$ cat config.mk
export PLATFORM = sky130hd
export DESIGN_NAME = nzcv_flag_unit
export DESIGN_NICKNAME = d
export VERILOG_FILES = /design/src/rtl/nzcv_flag_unit_pkg.sv /design/src/rtl/nzcv_flag_unit_calc.sv /design/src/rtl/nzcv_flag_unit.sv
export SDC_FILE = /design/constraint.sdc
export NUM_CORES = 1
export LEC_CHECK = 0
export CAP_MARGIN = 5
export CORE_ASPECT_RATIO = 0.75
export CORE_MARGIN = 5
export CORE_UTILIZATION = 32
export CTS_BUF_LIST = sky130_fd_sc_hd__clkbuf_4 sky130_fd_sc_hd__clkbuf_8
export CTS_CLUSTER_DIAMETER = 60
export DETAILED_ROUTE_END_ITERATION = 10
export PLACE_DENSITY_LB_ADDON = 0.12
export SLEW_MARGIN = 40
export SYNTH_ARGS = -nofsm -noshare
export SYNTH_HDL_FRONTEND = slang
export SYNTH_SLANG_ARGS = --single-unit
$ cat constraint.sdc
create_clock -name clk -period 4.05 [get_ports clk]
set_input_delay 0.405 -clock clk [delete_from_list [all_inputs] [get_ports clk]]
set_output_delay 0.405 -clock clk [all_outputs]
set_load 0.01 [all_outputs]
$ cat src/rtl/nzcv_flag_unit_pkg.sv
// Shared NZCV definitions: flag vector type, bit positions (NCZV order) and ALU op encodings.
// The condition-enable evaluator imports this same package.
package nzcv_flag_unit_pkg;

  typedef logic [3:0] nzcv_t;

  localparam int FLG_N = 3;
  localparam int FLG_C = 2;
  localparam int FLG_Z = 1;
  localparam int FLG_V = 0;

  typedef enum logic [1:0] {
    ALU_LOGIC = 2'b00,
    ALU_ADD   = 2'b01,
    ALU_SUB   = 2'b10,
    ALU_MOVE  = 2'b11
  } alu_op_e;

endpackage

$ cat src/rtl/nzcv_flag_unit_calc.sv
// Combinational NZCV compute from one ALU result; V is carried through for
// logical/move ops so those instructions leave overflow untouched.
module nzcv_calc
  import nzcv_flag_unit_pkg::*;
#(
  parameter int WIDTH = 32
) (
  input  logic [WIDTH-1:0] i_res,
  input  logic [WIDTH-1:0] i_a,
  input  logic [WIDTH-1:0] i_b,
  input  logic             i_cout,
  input  logic             i_shc,
  input  logic [1:0]       i_alu_op,
  input  logic             i_prior_v,
  output nzcv_t            o_flags
);

  logic w_a_msb;
  logic w_b_msb;
  logic w_r_msb;

  assign w_a_msb = i_a[WIDTH-1];
  assign w_b_msb = i_b[WIDTH-1];
  assign w_r_msb = i_res[WIDTH-1];

  always_comb begin
    o_flags        = '0;
    o_flags[FLG_N] = w_r_msb;
    o_flags[FLG_Z] = (i_res == '0);
    case (alu_op_e'(i_alu_op))
      ALU_ADD: begin
        o_flags[FLG_C] = i_cout;
        o_flags[FLG_V] = (w_a_msb == w_b_msb) & (w_r_msb != w_a_msb);
      end
      ALU_SUB: begin
        // COUT is the no-borrow carry for subtraction
        o_flags[FLG_C] = i_cout;
        o_flags[FLG_V] = (w_a_msb != w_b_msb) & (w_r_msb != w_a_msb);
      end
      default: begin
        o_flags[FLG_C] = i_shc;
        o_flags[FLG_V] = i_prior_v;
      end
    endcase
  end

endmodule

$ cat src/rtl/nzcv_flag_unit.sv
// NZCV status flag unit: capture computed flags into a pending stage, commit one
// cycle later, with forwarding, flush, stall and a highest-priority restore write.
module nzcv_flag_unit
  import nzcv_flag_unit_pkg::*;
#(
  parameter int WIDTH = 32
) (
  input  logic             clk,
  input  logic             rst,
  input  logic             VALID_IN,
  input  logic             SETF,
  input  logic [1:0]       ALU_OP,
  input  logic [WIDTH-1:0] A,
  input  logic [WIDTH-1:0] B,
  input  logic [WIDTH-1:0] RES,
  input  logic             COUT,
  input  logic             SHC,
  input  logic             STALL,
  input  logic             FLUSH,
  input  logic             WR_EN,
  input  logic [3:0]       WR_DATA,
  output logic [3:0]       ALUF,
  output logic [3:0]       ALUF_FWD,
  output logic             PEND,
  output logic [15:0]      UPD_CNT
);

  nzcv_t       r_aluf;
  nzcv_t       r_pend_flags;
  logic        r_pend;
  logic [15:0] r_upd_cnt;
  nzcv_t       w_fwd;
  nzcv_t       w_calc_flags;

  // Forwarded view lets a back-to-back instruction see flags not yet committed
  assign w_fwd = r_pend ? r_pend_flags : r_aluf;

  nzcv_calc #(.WIDTH(WIDTH)) u_calc (
    .i_res    (RES),
    .i_a      (A),
    .i_b      (B),
    .i_cout   (COUT),
    .i_shc    (SHC),
    .i_alu_op (ALU_OP),
    .i_prior_v(w_fwd[FLG_V]),
    .o_flags  (w_calc_flags)
  );

  always_ff @(posedge clk or posedge rst) begin
    if (rst) begin
      r_aluf       <= '0;
      r_pend_flags <= '0;
      r_pend       <= 1'b0;
      r_upd_cnt    <= '0;
    end else if (WR_EN) begin
      r_aluf <= WR_DATA;
      r_pend <= 1'b0;
    end else if (FLUSH) begin
      r_pend <= 1'b0;
    end else if (!STALL) begin
      if (r_pend) begin
        r_aluf    <= r_pend_flags;
        r_upd_cnt <= r_upd_cnt + 16'd1;
      end
      if (VALID_IN && SETF) begin
        r_pend       <= 1'b1;
        r_pend_flags <= w_calc_flags;
      end else begin
        r_pend <= 1'b0;
      end
    end
  end

  assign ALUF     = r_aluf;
  assign ALUF_FWD = w_fwd;
  assign PEND     = r_pend;
  assign UPD_CNT  = r_upd_cnt;

endmodule

# Word-level counts from Yosys, hierarchy flattened
# Index checks and enable logic that the tools add are counted.
# totals
reg_bits	25
inputBits	111
out_inout_bits	25
elab_cells	34
# op_classes
n_addsub	1
n_eq_ne	8
mux	10
bitwise_logic	5
n_reduce_logical	6
# ops
cell	n
$logic_not A32 Y1	1
$add A16 B1 Y16 const B	1
$mux W4	4
$reduce_and A4 Y1	2
$mux W1	5
$ne A2 B2 Y1 const B	2
$ne A3 B2 Y1 const B	1
$not A1 Y1	3
$and A1 B1 Y1	2
$eq A2 B1 Y1 const B	1
$eq A2 B2 Y1 const B	1
$ne A1 B1 Y1	2
$pmux W1 S2	1
$reduce_and A2 Y1	1
$reduce_or A2 Y1	1
$eq A1 B1 Y1	1
$logic_and A1 B1 Y1	1

# Depth between registers and ports, before layout
# Gate-level depths: netlist of the first run.
# depth
depth_word	5
depth_mapped	6
ltp_nobuf	6

# Hierarchy
# A second synthesis of the first run with hierarchy kept.
# unflattened
hier_cells	117
area_unflattened_um2	1310.0
# modules_own_cells
module	n_inst	cells_per_inst	area_each_um2	seq_area_each_um2
nzcv_flag_unit	1	98	1167.4	625.6
nzcv_calc	1	19	142.6	0.0

# Least setup slack after synthesis of the first run
# OpenSTA, ideal clock, no wires.
# synth_timing
kind	input -> register
startpoint	in STALL
endpoint	reg r_pend_flags[3]
setup_time_ns	0.125
arrival_time_ns	1.488
required_time_ns	3.925
setup_slack_ns	2.437
stages	4
n_path_buf	1
cell_sequence	nor2_1 > and4b_1 > clkbuf_1 > mux2_2
# synth_between
elab_chain_len	2
# synth_rtl
element	line	rtl
from (decl)	nzcv_flag_unit.sv:18	input logic STALL,
$not A1 Y1 (no source line)	n/a	
$reduce_and A4 Y1 (no source line)	n/a	
to (signal assigned)	nzcv_flag_unit.sv:67	r_pend_flags <= w_calc_flags;
to (decl)	nzcv_flag_unit.sv:29	nzcv_t r_pend_flags;
# Every way passes these cells.
# A chain may end at the register's enable or synchronous reset.

# Final worst setup path of the first run
# layout_timing
startpoint	in WR_EN
endpoint	reg r_upd_cnt[7] (netlist: UPD_CNT[7])
# layout_between
elab_chain_len	2
# layout_rtl
element	line	rtl
from (decl)	nzcv_flag_unit.sv:20	input logic WR_EN,
$not A1 Y1 (no source line)	n/a	
$reduce_and A4 Y1 (no source line)	n/a	
to (signal assigned)	nzcv_flag_unit.sv:63	r_upd_cnt <= r_upd_cnt + 16'd1;
to (decl)	nzcv_flag_unit.sv:31	logic [15:0] r_upd_cnt;
# Every way passes these cells.

==> impl_results.md, run 1 <==
- Status: finished clean
- Setup_tns: 0 ns
- Pwr Density: approximately 250 mW/mm^2
- CTS Root Cell: clkbuf_8
- Antenna Nets Post-Route: 0
- Worst Path Arrival: between 2 and 2.5 ns
- Post-DP HPWL: 2.851 mm
- Share of layout cells above drive strength 1: under 10%
- Yosys top cell area share: between 40 and 50%
- Postcts setup bufs: 0
- Core area: about 0.0040 sq mm
- Post-synth top flop: dfrtp_1
- MaxCap Viol Count: 0
- Critical Path Source: WR_EN
- Slew @ Worst Pin: between 0.5 and 0.6 ns
- CP required: around 4.2 ns
- FMAX: between 0.4 and 0.5 GHz
- Hold crit path type: primary input to async pin
- CP Class: primary input to flop
- DRC: 0
- Initial antenna violation count: 0
- Flop-to-flop setup slack: about 2.3 ns
- CTS Hold Bufs: 0
- Asr flop ratio synth: 100.0%
- Tot GR Track Use: between 10% and 20%
- Period utilisation layout: between 50% and 60%
- Final critical-path required period: around 2.1 ns
- Wire per inst: 13.89 um
- Filler instances: approximately 370
- CTS tree: built
- Routability cong.: slightly above 0.7
- Maximum vdd ir drop: about 0.00015 V
- Via Count: between 1000 and 1500
- Yosys warning total: 0
- Max-slew violations: 0
- Critical R2R Capture: UPD_CNT[7]
- Number of core rows: 20
- Cts bufs inserted: 3
- Post-Synthesis Cells: about 120
- Initial Utilization: 32.78%
- FF/Latch Area: about 630 sq um
- Vias in the first global route: 1200
- Register area share after synthesis: a little under half
- R2R depth: 4
- Vias per cell: 4.482
- Die height: between 60 and 70 um
- Final Net Count: between 300 and 400
- Final setup skew: 0.003124 ns
- Syn_area_per_cell: between 10 and 15 sq um
- Lkg Pwr: 0.9130 nW
- RSZ-0062 raised after global routing: false
- Multi-input gate area: around 650 sq um
- Max Fanout on Critical Path: 11
- Reg-to-Reg Start: PEND
- Number of synthesized flops with an enable pin: 0
- Unique masters post-synth: 29
- Most common cell after layout, fill and taps aside: clkdlybuf4s50_1
- ANT cells: 0
- Htree depth: 1
- Port Buffers: 73
- Routed WL: around 3.4 mm
- Post-route core utilization: a little over half
- Worst hold margin: ~0.49 ns
- First-pass GRT wire length: between 5 and 6 mm
- Commonest non-fill, non-tap cells in the layout: clkdlybuf4s50_1, dfrtp_1, nand2_1
- Skew-Pair Late Insertion Delay: between 0.2 and 0.3 ns
- Die Wd: about 84 um
- Pin count of the biggest net entering global routing: 26
- Die area: around 0.0055 sq mm
- Top cells by area, synth: dfrtp_1, xnor2_1, mux2_2, mux2i_1, xor2_1
- IO Count: 136
- Post-CTS sizing: 0
- Clk sinks: 25
- Clock slew at reported path FFs: 0.08 ns
- Cell taking the most area after synthesis: dfrtp_1
- Area grow syn2layout: 62.73%
- Crit end category: flop
- Worst rel slew slack: 63.62%
- Mapped Area: around 0.0013 sq mm
- First drt pass iteration count: 3
- Final setup fails: 0
- DRT iter0 DRCs: 28
- Synth Register Bits: 25
- CTS max path bufs: 2
- Syn nets: roughly 230
- Total grt overflow: 0
- Critical path launch point type: primary input
- Final Hold Fails: 0
[registers in the layout, summed over array words and instances, names as in the netlist]
| register | count |
|---|---|
| r_pend_flags | 4 |
| ALUF | 4 |
| PEND | 1 |
| UPD_CNT | 16 |
[cell families (layout without fill, tap and decap cells)]
group,count (synthesis),in the layout,share of synthesized area [%]
DFF,25,25,47.66
muxes,12,12,9.723
AOI/OAI and AO/OA,8,8,3.241
adders and majority gates,2,2,1.906
buffers and inverters,8,81,2.859
xor gates and xnor gates,16,16,11.25
and+or+nand+nor,48,48,23.36
[per-layer routing]
metal,wire [um],vias up,part of all wire [%],track usage (%)
li1,-,572,-,-
met1,1518,491,44,16.45
met2,1567,42,46,21.53
met3,339,2,9.9,6.391
met4,4,0,0.12,0.6024
met5,0,-,0,0
[worst max-delay path, stage by stage]
cell and delay (ns):
clkdlybuf4s50_1 0.63, nor4b_4 0.55, and3_1 0.36, and4_4 0.26, xor2_2 0.13
[layout make-up]
cell class / instances / area share, %
repair buffers: 73 / 34.21
multi-input cells: 86 / 30.40
well taps: 55 / 3.222
flip-flops and latches: 25 / 29.29
inverters: 4 / 0.7030
clock buffers: 3 / 1.933
clock inverters: 1 / 0.2343
[synthesized netlist by cell type (all sizes together), types with 2 or more instances]
cell,instances
dfrtp,25
nand2,11
xnor2,9
nor4,8
xor2,7
mux2,6
mux2i,6
o21ai,6
nand4,5
nor2,5
and3,4
and4,4
inv,4
nand2b,3
buf,2
clkbuf,2
ha,2
nand3,2
[power breakdown]
group          internal [mW]  total, mW  switching [mW]
Clock                 0.0687      0.144          0.0749
Sequential             0.263      0.274          0.0103
Combinational         0.0760      0.115          0.0393
[worst max-delay path by stage]
stage	slack [ns]	to	depth (start not counted)
floorplan	2.44	r_pend_flags[3]	4
global placement	1.66	UPD_CNT[7]	5
detailed placement	1.65	UPD_CNT[7]	5
CTS	1.92	UPD_CNT[7]	5
global route	1.77	UPD_CNT[7]	5
finish	1.91	UPD_CNT[7]	5
[per-stage QoR]
step	instance area, sq um	cells	setup slack (ns)	power, mW
6_report	2136	247	1.907	0.5326
5_1_grt	2136	247	1.771	0.5629
3_3_place_gp	2090	243	1.664	0.3923
2_1_floorplan	1313	119	2.437	0.3168
4_1_cts	2136	247	1.924	0.5416
3_5_place_dp	2090	243	1.650	0.3954
Power figures use the tool's default switching activity.
==> run 2, diff against run 1 <==
CORE_UTILIZATION = 30   (was 32)
clock period = 2.1 ns   (was 4.05 ns; I/O delays follow)
==> run 2 against run 1 <==
Effect of this change: cell area is 1.5% higher; non-clock buffer count is 4 higher; critical path depth is 3 lower; largest cell class unchanged; highest routed layer unchanged.
==> impl_results.md, run 2 (same netlist as run 1, synthesis figures left out) <==
- Status: finished clean (unchanged)
- Final Hold Fails: 0 (unchanged)
- First drt pass iteration count: 4 (was 3)
- Initial antenna violation count: 0 (unchanged)
- Most common cell after layout, fill and taps aside: clkdlybuf4s50_1 (unchanged)
- CTS tree: built (unchanged)
- Initial Utilization: 31.79% (was 32.78%)
- Final critical-path required period: between 1.5 and 2 ns
- DRC: 0 (unchanged)
- Wire per inst: 14.22 um (was 13.89 um)
- Hold crit path type: primary input to async pin (unchanged)
- Port Buffers: 73 (unchanged)
- Max Fanout on Critical Path: 7 (was 11)
- Filler instances: 389 (was 366)
- Tot GR Track Use: 13.08% (about the same)
- Post-DP HPWL: 2.956 mm (was 2.851 mm)
- Post-route core utilization: 52.52% (was 53.34%)
- Clock slew at reported path FFs: 0.09 ns (was 0.08 ns)
- Core area: 0.004129 sq mm (was 0.004004 sq mm)
- Skew-Pair Late Insertion Delay: 0.27 ns (was 0.26 ns)
- Maximum vdd ir drop: 0.0002646 V (was 0.0001505 V)
- Crit-path cells: mux2_2 -> clkdlybuf4s50_1 (was clkdlybuf4s50_1 -> nor4b_4 -> and3_1 -> and4_4 -> xor2_2)
- Vias in the first global route: 1313 (was 1200)
- Final setup fails: 0 (unchanged)
- Post-CTS sizing: 0 (unchanged)
- Slew @ Worst Pin: 0.3217 ns (was 0.5438 ns)
- Antenna Nets Post-Route: 0 (unchanged)
- RSZ-0062 raised after global routing: false (unchanged)
- Critical path launch point type: flop (was primary input)
- Cts bufs inserted: 3 (unchanged)
- Number of core rows: 20 (unchanged)
- Max FFs per register: 16 (unchanged)
- Share of layout cells above drive strength 1: 10.20% (was 8.854%)
- CP required: 1.89 ns (was 4.24 ns)
- FF/Latch Area: 625.6 sq um (unchanged)
- Final Net Count: 310 (was 306)
- Worst Path Arrival: 1.67 ns (was 2.34 ns)
- Setup_tns: 0 ns (unchanged)
- Buf/Inv on CP: 1 (unchanged)
- Worst rel slew slack: 78.56% (was 63.62%)
- Area grow syn2layout: 65.20% (was 62.73%)
- ANT cells: 0 (unchanged)
- Routability cong.: 0.7141 (was 0.7130)
- CP Class: flop to output port (was primary input to flop)
- Routed WL: 3.568 mm (was 3.430 mm)
- Total grt overflow: 0 (unchanged)
- IO Count: 136 (unchanged)
- Critical Path Source: PEND (was WR_EN)
- Via Count: 1156 (was 1107)
- Multi-input gate area: 649.4 sq um (unchanged)
- Pwr Density: 481.7 mW/mm^2 (was 249.4 mW/mm^2)
- Critical path's largest stage delay: 0.52 ns (was 0.63 ns)
- FMAX: around 0.53 GHz
- CP max-delay cell: dfrtp_1 (was clkdlybuf4s50_1)
- Commonest non-fill, non-tap cells in the layout: clkdlybuf4s50_1, dfrtp_1, nand2_1 (unchanged)
- MaxCap Viol Count: 0 (unchanged)
- Crit end category: output port (was flop)
- CTS Hold Bufs: 0 (unchanged)
- Max-slew violations: 0 (unchanged)
- Die height: 67.28 um (was 65.47 um)
- Postcts setup bufs: 0 (unchanged)
- Lkg Pwr: 0.9305 nW (was 0.9130 nW)
- CTS Root Cell: clkbuf_8 (unchanged)
- First-pass GRT wire length: 6.030 mm (was 5.782 mm)
- Pin count of the biggest net entering global routing: 26 (unchanged)
- Crit-path leading delay family: flip-flops (was simple AND/OR/NAND/NOR gates)
- Final worst slack: 0.2235 ns (was 1.907 ns)
- Vias per cell: 4.606 (was 4.482)
- Final setup skew: 0.009424 ns (was 0.003124 ns)
- Period utilisation layout: approximately 89%
- Die area: 0.005811 sq mm (was 0.005496 sq mm)
- Reg-to-Reg Start: PEND (unchanged)
- Htree depth: 1 (unchanged)
- CTS max path bufs: 2 (unchanged)
- Clk sinks: 25 (unchanged)
- Die Wd: 86.38 um (was 83.95 um)
- Worst slack, placed: 0.2368 ns (was 1.650 ns)
- DRT iter0 DRCs: 28 (unchanged)
-- run 2: cell types whose count changed in the layout (fill, tap and decap cells not counted), sizes merged --
cell	previous run	this run
clkinv	1	0
clkinvlp	0	1
buf	0	4
-- run 2: area by class of cell --
class | count | share of cell area (%)
sequential | 25 | 28.85
timing repair buffer | 77 | 35.08
inverter | 4 | 0.6924
clock inverter | 1 | 0.3462
multi-input combinational | 86 | 29.95
clock buffer | 3 | 1.904
tap | 55 | 3.174
-- run 2: where the power goes --
group          internal, mW  switching, mW
logic                 0.151         0.0769
registers             0.508         0.0195
clock network         0.135          0.155
total                 0.793          0.251
-- run 2: through the flow --
step	total power [mW]	instance area (sq um)	cells	hold WS (ns)
detailed placement	0.7680	2120	247	0.4680
CTS	1.064	2168	251	0.2846
floorplan	0.6109	1313	119	0.2373
global placement	0.7614	2120	247	0.4683
global route	1.107	2168	251	0.3070
finish	1.044	2168	251	0.2737
-- run 2: worst reg2reg max path, cell delays in order, from the launching register on --
cell and delay [ns]:
dfrtp_1 0.52, nor4b_4 0.31, and3_1 0.35, and4_4 0.27, xor2_2 0.13
-- run 2: layer usage --
metal | track usage, % | vias to the layer above | part of all wire [%]
met2 | 22.42 | 41 | 47
li1 | - | 574 | -
met4 | 2.918 | 0 | 0.64
met5 | 0 | - | 0
met1 | 15.98 | 537 | 45
met3 | 4.512 | 4 | 8.0
-- run 2: path summary, 6_finish.rpt --
check | slack, ns | depth (start not counted) | endpoint
setup / recovery | 0.22 | 2 | ALUF_FWD[1]
hold / removal | 0.27 | 3 | UPD_CNT[8]
setup reg to reg | 0.45 | 4 | UPD_CNT[7]
hold reg to reg | 0.48 | 1 | UPD_CNT[15]
max in group asynchronous | 1.57 | 3 | UPD_CNT[7]
min in group clk | 0.48 | 1 | UPD_CNT[15]
